<file path="src/rtl/fp_pkg.sv">
// Shared constants, IEEE-754 single field helpers and FSM state type for the
// sequential float multiplier.
package fp_pkg;

    localparam int MANT_W = 24;
    localparam int EXP_W  = 8;
    localparam int BIAS   = 127;

    localparam logic [31:0] QNAN = 32'h7FC0_0000;

    typedef enum logic [1:0] {
        IDLE = 2'd0,
        MUL  = 2'd1,
        NORM = 2'd2,
        DONE = 2'd3
    } state_t;

    function automatic logic fp_sign(input logic [31:0] x);
        return x[31];
    endfunction

    function automatic logic [EXP_W-1:0] fp_exp(input logic [31:0] x);
        return x[30:23];
    endfunction

    function automatic logic [MANT_W-2:0] fp_frac(input logic [31:0] x);
        return x[22:0];
    endfunction

endpackage

</file>
<file path="src/rtl/fp_mant_mul_seq.sv">
// Iterative 24x24 shift-add mantissa multiplier: one multiplier bit per cycle,
// 48-bit accumulator; `last` is high in the cycle whose edge adds the final bit.
module fp_mant_mul_seq
    import fp_pkg::*;
(
    input  logic                  clk,
    input  logic                  rst_n,
    input  logic                  start,
    input  logic [MANT_W-1:0]     mcand,
    input  logic [MANT_W-1:0]     mplier,
    output logic                  last,
    output logic [2*MANT_W-1:0]   acc
);

    logic [MANT_W-1:0] mcand_r;
    logic [MANT_W-1:0] mplier_r;
    logic [4:0]        count;
    logic              busy;

    assign last = busy && (count == 5'(MANT_W - 1));

    always_ff @(posedge clk or negedge rst_n) begin
        if (!rst_n) begin
            mcand_r  <= '0;
            mplier_r <= '0;
            count    <= '0;
            busy     <= 1'b0;
            acc      <= '0;
        end else if (start) begin
            mcand_r  <= mcand;
            mplier_r <= mplier;
            count    <= '0;
            busy     <= 1'b1;
            acc      <= '0;
        end else if (busy) begin
            if (mplier_r[count])
                acc <= acc + ({{MANT_W{1'b0}}, mcand_r} << count);
            count <= count + 5'd1;
            if (last)
                busy <= 1'b0;
        end
    end

endmodule

</file>
<file path="src/rtl/fp_mul_seq.sv">
// Sequential IEEE-754 single multiplier (denormals flushed to zero).
// Define FP_MUL_RNE_EN for round-to-nearest-even; default build truncates.
module fp_mul_seq
    import fp_pkg::*;
(
    input  logic        clk,
    input  logic        rst_n,
    input  logic        in_valid,
    output logic        in_ready,
    input  logic [31:0] op_a,
    input  logic [31:0] op_b,
    output logic        out_valid,
    input  logic        out_ready,
    output logic [31:0] result,
    output logic        ovf,
    output logic        unf
);

    // Handshakes: a transfer happens on a rising edge where valid && ready;
    // in_ready is high only in IDLE, out_valid only in DONE, and result/ovf/unf
    // hold steady while out_valid is high and out_ready is low.

    localparam logic signed [9:0] EXP_BIAS = 10'(BIAS);

    state_t state, state_nxt;

    logic                  accept, special, mul_start, mul_last;
    logic [31:0]           spec_res;
    logic [2*MANT_W-1:0]   acc;
    logic                  sign_r, spec_r;
    logic [31:0]           spec_res_r;
    logic signed [9:0]     exp_r, exp_n;
    logic [MANT_W-2:0]     mant_n;
    logic [31:0]           res_n;
    logic                  ovf_n, unf_n;

    logic [EXP_W-1:0] ea, eb;
    logic a_nan, b_nan, a_inf, b_inf, a_zero, b_zero, sign_in;

    assign ea      = fp_exp(op_a);
    assign eb      = fp_exp(op_b);
    assign sign_in = fp_sign(op_a) ^ fp_sign(op_b);
    assign a_nan   = (ea == 8'hFF) && (fp_frac(op_a) != '0);
    assign b_nan   = (eb == 8'hFF) && (fp_frac(op_b) != '0);
    assign a_inf   = (ea == 8'hFF) && (fp_frac(op_a) == '0);
    assign b_inf   = (eb == 8'hFF) && (fp_frac(op_b) == '0);
    assign a_zero  = (ea == '0);
    assign b_zero  = (eb == '0);

    always_comb begin
        special  = 1'b1;
        spec_res = QNAN;
        if (a_nan || b_nan)
            spec_res = QNAN;
        else if ((a_inf && b_zero) || (b_inf && a_zero))
            spec_res = QNAN;
        else if (a_inf || b_inf)
            spec_res = {sign_in, 8'hFF, 23'b0};
        else if (a_zero || b_zero)
            spec_res = {sign_in, 31'b0};
        else
            special = 1'b0;
    end

    assign in_ready  = (state == IDLE);
    assign out_valid = (state == DONE);
    assign accept    = in_valid && in_ready;

    // Specials skip MUL but still pass through NORM so they are packed by
    // the same output register, one cycle after acceptance.
    always_comb begin
        state_nxt = state;
        mul_start = 1'b0;
        case (state)
            IDLE: if (in_valid) begin
                state_nxt = special ? NORM : MUL;
                mul_start = !special;
            end
            MUL:  if (mul_last) state_nxt = NORM;
            NORM: state_nxt = DONE;
            DONE: if (out_ready) state_nxt = IDLE;
            default: state_nxt = IDLE;
        endcase
    end

    always_ff @(posedge clk or negedge rst_n) begin
        if (!rst_n) state <= IDLE;
        else        state <= state_nxt;
    end

    fp_mant_mul_seq u_mant (
        .clk    (clk),
        .rst_n  (rst_n),
        .start  (mul_start),
        .mcand  ({1'b1, fp_frac(op_a)}),
        .mplier ({1'b1, fp_frac(op_b)}),
        .last   (mul_last),
        .acc    (acc)
    );

`ifdef FP_MUL_RNE_EN
    logic [MANT_W-2:0] mant_sel;
    logic [MANT_W-1:0] mant_rnd;
    logic              guard, sticky, round_up;

    always_comb begin
        mant_sel = acc[47] ? acc[46:24] : acc[45:23];
        guard    = acc[47] ? acc[23] : acc[22];
        sticky   = acc[47] ? (|acc[22:0]) : (|acc[21:0]);
        round_up = guard && (sticky || mant_sel[0]);
        mant_rnd = {1'b0, mant_sel} + {{(MANT_W-1){1'b0}}, round_up};
        mant_n   = mant_rnd[MANT_W-2:0];
        // A carry out of the fraction leaves it zero and bumps the exponent.
        exp_n    = exp_r + (acc[47] ? 10'sd1 : 10'sd0) + (mant_rnd[MANT_W-1] ? 10'sd1 : 10'sd0);
    end
`else
    logic trunc_unused;
    assign trunc_unused = |acc[22:0];

    always_comb begin
        mant_n = acc[47] ? acc[46:24] : acc[45:23];
        exp_n  = exp_r + (acc[47] ? 10'sd1 : 10'sd0);
    end
`endif

    always_comb begin
        ovf_n = 1'b0;
        unf_n = 1'b0;
        res_n = {sign_r, exp_n[7:0], mant_n};
        if (spec_r) begin
            res_n = spec_res_r;
        end else if (exp_n >= 10'sd255) begin
            res_n = {sign_r, 8'hFF, 23'b0};
            ovf_n = 1'b1;
        end else if (exp_n <= 10'sd0) begin
            res_n = {sign_r, 31'b0};
            unf_n = 1'b1;
        end
    end

    always_ff @(posedge clk or negedge rst_n) begin
        if (!rst_n) begin
            sign_r     <= 1'b0;
            spec_r     <= 1'b0;
            spec_res_r <= '0;
            exp_r      <= '0;
            result     <= '0;
            ovf        <= 1'b0;
            unf        <= 1'b0;
        end else begin
            if (accept) begin
                sign_r     <= sign_in;
                spec_r     <= special;
                spec_res_r <= spec_res;
                exp_r      <= $signed({2'b00, ea}) + $signed({2'b00, eb}) - EXP_BIAS;
            end
            if (state == NORM) begin
                result <= res_n;
                ovf    <= ovf_n;
                unf    <= unf_n;
            end
        end
    end

endmodule

</file>
<file path="config.mk">
export PLATFORM = sky130hd
export DESIGN_NAME = fp_mul_seq
export DESIGN_NICKNAME = d
export VERILOG_FILES = /design/src/rtl/fp_pkg.sv /design/src/rtl/fp_mant_mul_seq.sv /design/src/rtl/fp_mul_seq.sv
export SDC_FILE = /design/constraint.sdc
export NUM_CORES = 1
export LEC_CHECK = 0
export BUFFER_PORTS_ARGS = -buffer_cell sky130_fd_sc_hd__buf_2
export CORE_ASPECT_RATIO = 0.9
export CORE_MARGIN = 2
export CORE_UTILIZATION = 37
export DETAILED_ROUTE_END_ITERATION = 6
export PLACE_DENSITY = 0.59
export SKIP_LAST_GASP = 1
export SLEW_MARGIN = 10
export SYNTH_ARGS = -nofsm -noshare
export SYNTH_HDL_FRONTEND = slang
export SYNTH_SLANG_ARGS = --single-unit
</file>
<file path="constraint.sdc">
create_clock -name clk -period 9.5 [get_ports clk]
set_input_delay 1.425 -clock clk [delete_from_list [all_inputs] [get_ports clk]]
set_output_delay 1.425 -clock clk [all_outputs]
set_load 0.005 [all_outputs]
</file>
==> impl_metrics.py <==
metrics = {
    "outcome": {
        "result_of_the_run": "complete, no violations",
    },
    "run": {
        "max-cap-violations": 0,
    },
    "sta": {
        "final_layout_setup_total_negative_slack_ns": 0,
        "timing.fmax_mhz": 201,
        "slew_viol_final": 0,
        "timing_worst_slew_pin_value_ns": 1.04,
        "time_the_worst_path_needs_with_i_o_delays_and_setup_ns": 4.98,
        "final_min_period_over_clock_period": 0.524,
        "grt_setup_unrepaired": "no",
        "skew_ns": 0.0101,
        "hold_viol_final": 0,
        "finalHoldWorstSlack_ns": 0.477,
        "setup_viol": 0,
        "max-slew-margin-rel": 0.304,
    },
    "cts": {
        "cts_post_setup_buffers_inserted": 0,
        "cts_htree_levels": 4,
        "cts_num_sinks": 152,
        "clock_latency_ns": 0.44,
        "cts_repair_resize_count": 0,
        "cts_root_buffer": "clkbuf_16",
        "clkTransAtPathRegs_ns": 0.07,
        "clockBufferDepth": 2,
        "hold_fix_buffers_cts": 0,
        "clock_buffer_count_from_cts": 17,
        "tritoncts": "built",
    },
    "worst_setup_path": {
        "timing.critical_path.arrival_ns": 5.33,
        "rr_startpoint": "u_mant.count[0]$_DFFE_PN0P_",
        "crit_fanout": 22,
        "worst_reg_to_reg_path_cell_count": 15,
        "crit_path_max_incr_delay_ns": 0.68,
        "worst_ep_required_time_ns": 9.85,
        "critical_path_depth": 15,
        "timing.critical_path.buf_inv": 1,
        "path_cells": "buf_4 > mux4_2 > mux2i_1 > nand2_1 > o21ai_0 > o22ai_1 > ha_1 > a21oi_1 > o21ai_0 > o32ai_1 > a31oi_2 > a21oi_1 > a211oi_1 > o211a_1 > nor3_1",
        "critical_path.startpoint_type": "register",
        "critical-path-top-delay-family": "compound AO/OA/AOI/OAI gates",
        "setup.worst_path.end": "u_mant.acc[41]$_DFFE_PN0P_",
        "worstSetupStartpoint": "u_mant.count[0]$_DFFE_PN0P_",
        "regToRegSetupSlack_ns": 4.52,
        "timing.critical_path.to_type": "register",
        "cp_slowest_cell": "dfrtp_2",
        "timing.rr.end": "u_mant.acc[41]$_DFFE_PN0P_",
        "critical_path_class": "reg -> reg",
    },
    "power": {
        "p_clk_frac": 0.139,
        "power.sequential.fraction": 0.222,
        "switching_power_uw": 2680,
        "p_int_uw": 2660,
        "switching_share": 0.502,
        "cellLeakagePower_uw": 0.00585,
        "pwr-share-comb": 0.639,
        "power.ir.vdd_worst_mv": 0.169,
        "power.density_cell_area_nw_per_um2": 414,
    },
    "synth": {
        "synthCells": 1404,
        "synth.yosys.seq_area_share": 0.331,
        "synth-edff-count": 0,
        "postSynthNetCount": 1543,
        "netlist-cell-type-count": 73,
        "synthFlopType": "dfrtp_1",
        "asyncSetResetFlopFracSynth": 1.00,
        "yosysWarningCount": 0,
        "postSynthAreaPerCell_um2": 8.18,
        "post_synth_design_cell_area_um2": 11500,
        "number_of_storage_elements_in_the_synthesis_netlist": 152,
    },
    "layout": {
        "synthToLayoutAreaGrowth_pct": 12.3,
        "ratio_of_cells_with_drive_above_1_in_the_final_layout": 0.133,
        "finish.net_count": 1588,
        "finish.utilization": 0.419,
        "ant_diodes": 0,
    },
    "drt": {
        "detailedRoute.firstPassIterationCount": 5,
        "finalWirelength_um": 32500,
        "number_of_antenna_violating_nets_in_the_routed_design": 0,
        "routed_via_density": 5.58,
        "route.detailed.wl_per_inst_um": 17.4,
        "drt_first_iter_violations": 721,
        "vias": 10434,
        "drcViolationCount": 0,
    },
    "die": {
        "floorplan.initialDensity": 0.373,
        "die-width_um": 190,
        "rows": 61,
        "core_um2": 30800,
        "die_height_um": 171,
        "design.portCount": 104,
        "die-area_um2": 32500,
    },
    "grt": {
        "number_of_antenna_violations_at_the_first_check_in_global_routing": 0,
        "global_route_wire_length_before_repair_um": 52400,
        "pin_count_of_the_biggest_net_entering_global_routing": 84,
        "grt_usage": 0.203,
        "global_route.overflow_total": 0,
        "via_count_of_the_first_global_routing_pass": 9614,
    },
    "placement": {
        "final_weighted_congestion_in_routability_driven_placement": 0.953,
        "detailedPlacementHpwl_um": 24100,
        "numPortBuffers": 103,
    },
    "min_path": {
        "hp-class": "reg -> reg",
    },
}
## metrics by stage
stage / setup WS (ns) / power, uW / instances / area, um2
final: 4.52 / 5330 / 1871 / 12900
after global routing: 4.19 / 5790 / 1871 / 12900
after CTS: 4.58 / 5320 / 1871 / 12900
after detailed placement: 4.60 / 4550 / 1839 / 12300
after global placement: 4.60 / 4540 / 1839 / 12300
after floorplan: 5.35 / 3670 / 1404 / 11500
## synthesized netlist by cell type (17+ instances only)
library cell / count / area (um2)
a21o_1: 22 / 165
a21oi_1: 115 / 576
buf_2: 18 / 90.1
clkbuf_1: 59 / 221
dfrtp_1: 152 / 3800
ha_1: 69 / 863
inv_1: 31 / 116
mux2_2: 21 / 236
mux2i_1: 52 / 521
nand2_1: 290 / 1090
nand3_1: 35 / 175
nand4_1: 28 / 175
nor2_1: 94 / 353
nor3_1: 31 / 155
nor4_1: 17 / 106
o21ai_0: 84 / 420
o2bb2ai_1: 22 / 193
xnor2_1: 29 / 254
## worst register-to-register path, stage by stage, from the launching register on
cell,delay (ns)
dfrtp_2,0.68
buf_4,0.39
mux4_2,0.56
mux2i_1,0.21
nand2_1,0.08
o21ai_0,0.17
o22ai_1,0.21
ha_1,0.40
a21oi_1,0.38
o21ai_0,0.21
o32ai_1,0.36
a31oi_2,0.15
a21oi_1,0.49
a211oi_1,0.18
o211a_1,0.25
nor3_1,0.18
## placed cells by master (no fill, tap or decap), types with 10 or more instances in the layout
| cell | Yosys | layout |
|---|---|---|
| nand2b_1 | 11 | 11 |
| buf_2 | 18 | 102 |
| ha_1 | 69 | 69 |
| o21ai_0 | 84 | 84 |
| mux4_2 | 12 | 12 |
| nor2_1 | 94 | 93 |
| xnor2_1 | 29 | 29 |
| nor4_1 | 17 | 17 |
| mux2_2 | 21 | 21 |
| nand4_1 | 28 | 28 |
| xor2_1 | 13 | 13 |
| a21o_1 | 22 | 22 |
| and2_1 | 16 | 16 |
| clkbuf_16 | 0 | 17 |
| mux2i_1 | 52 | 52 |
| o2bb2ai_1 | 22 | 22 |
| nor3_1 | 31 | 31 |
| a21oi_1 | 115 | 115 |
| and3_1 | 13 | 13 |
| inv_1 | 31 | 31 |
| o22ai_1 | 10 | 10 |
| nand2_1 | 290 | 289 |
| nand3_1 | 35 | 35 |
| dfrtp_1 | 152 | 151 |
| buf_4 | 4 | 12 |
| nor2b_1 | 14 | 14 |
| a211oi_1 | 10 | 10 |
## power groups by stage
stage / logic (uW) / registers [uW] / clock network [uW]
global placement: 3350 / 1190 / 0
CTS: 3380 / 1180 / 753
detailed placement: 3360 / 1190 / 0
floorplan: 2590 / 1090 / 0
finish: 3410 / 1190 / 740
global route: 3780 / 1230 / 784
## worst min path at each step
stage                                                from                         endpoint  depth (start not counted)
after floorplan           u_mant.mplier_r[10]$_DFFE_PN0P_  u_mant.mplier_r[10]$_DFFE_PN0P_                          2
after global placement     u_mant.mplier_r[4]$_DFFE_PN0P_   u_mant.mplier_r[4]$_DFFE_PN0P_                          2
after detailed placement  u_mant.mplier_r[19]$_DFFE_PN0P_  u_mant.mplier_r[19]$_DFFE_PN0P_                          2
after CTS                 u_mant.mplier_r[19]$_DFFE_PN0P_  u_mant.mplier_r[19]$_DFFE_PN0P_                          2
after global routing               result[15]$_DFFE_PN0P_           result[15]$_DFFE_PN0P_                          1
final                     u_mant.mplier_r[14]$_DFFE_PN0P_  u_mant.mplier_r[14]$_DFFE_PN0P_                          2
## state kept, by name, indices dropped and copies added, names as in the netlist, 2 cells and up
| signal | flops |
|---|---|
| exp_r | 10 |
| result | 32 |
| spec_res_r | 3 |
| state | 2 |
| u_mant.acc | 48 |
| u_mant.count | 5 |
| u_mant.mcand_r | 23 |
| u_mant.mplier_r | 24 |
## area by class of cell
type	instances	area (um2)
Clock buffer	21	460
Clock inverter	11	170
Fill cell	3143	17900
Inverter	32	120
Multi-Input combinational cell	1131	7220
Sequential cell	152	3800
Tap cell	409	512
Timing Repair Buffer	115	612
## layer usage
layer  vias up  global-route usage  part of all wire
li1       5142                   -                 -
met1      4977               0.314              0.53
met2       292               0.293              0.41
met3        23              0.0343             0.050
met4         0              0.0455            0.0096
met5         -                   0                 0
## kinds of logic after synthesis
| kind of cell | share of synthesized area |
|---|---|
| xor gates and xnor gates | 0.0320 |
| muxes | 0.0894 |
| buffers and inverters | 0.0429 |
| DFF | 0.331 |
| and+or+nand+nor | 0.228 |
| AOI/OAI and AO/OA | 0.198 |
| adders and majority gates | 0.0787 |
(Power assumes the default switching activity.)
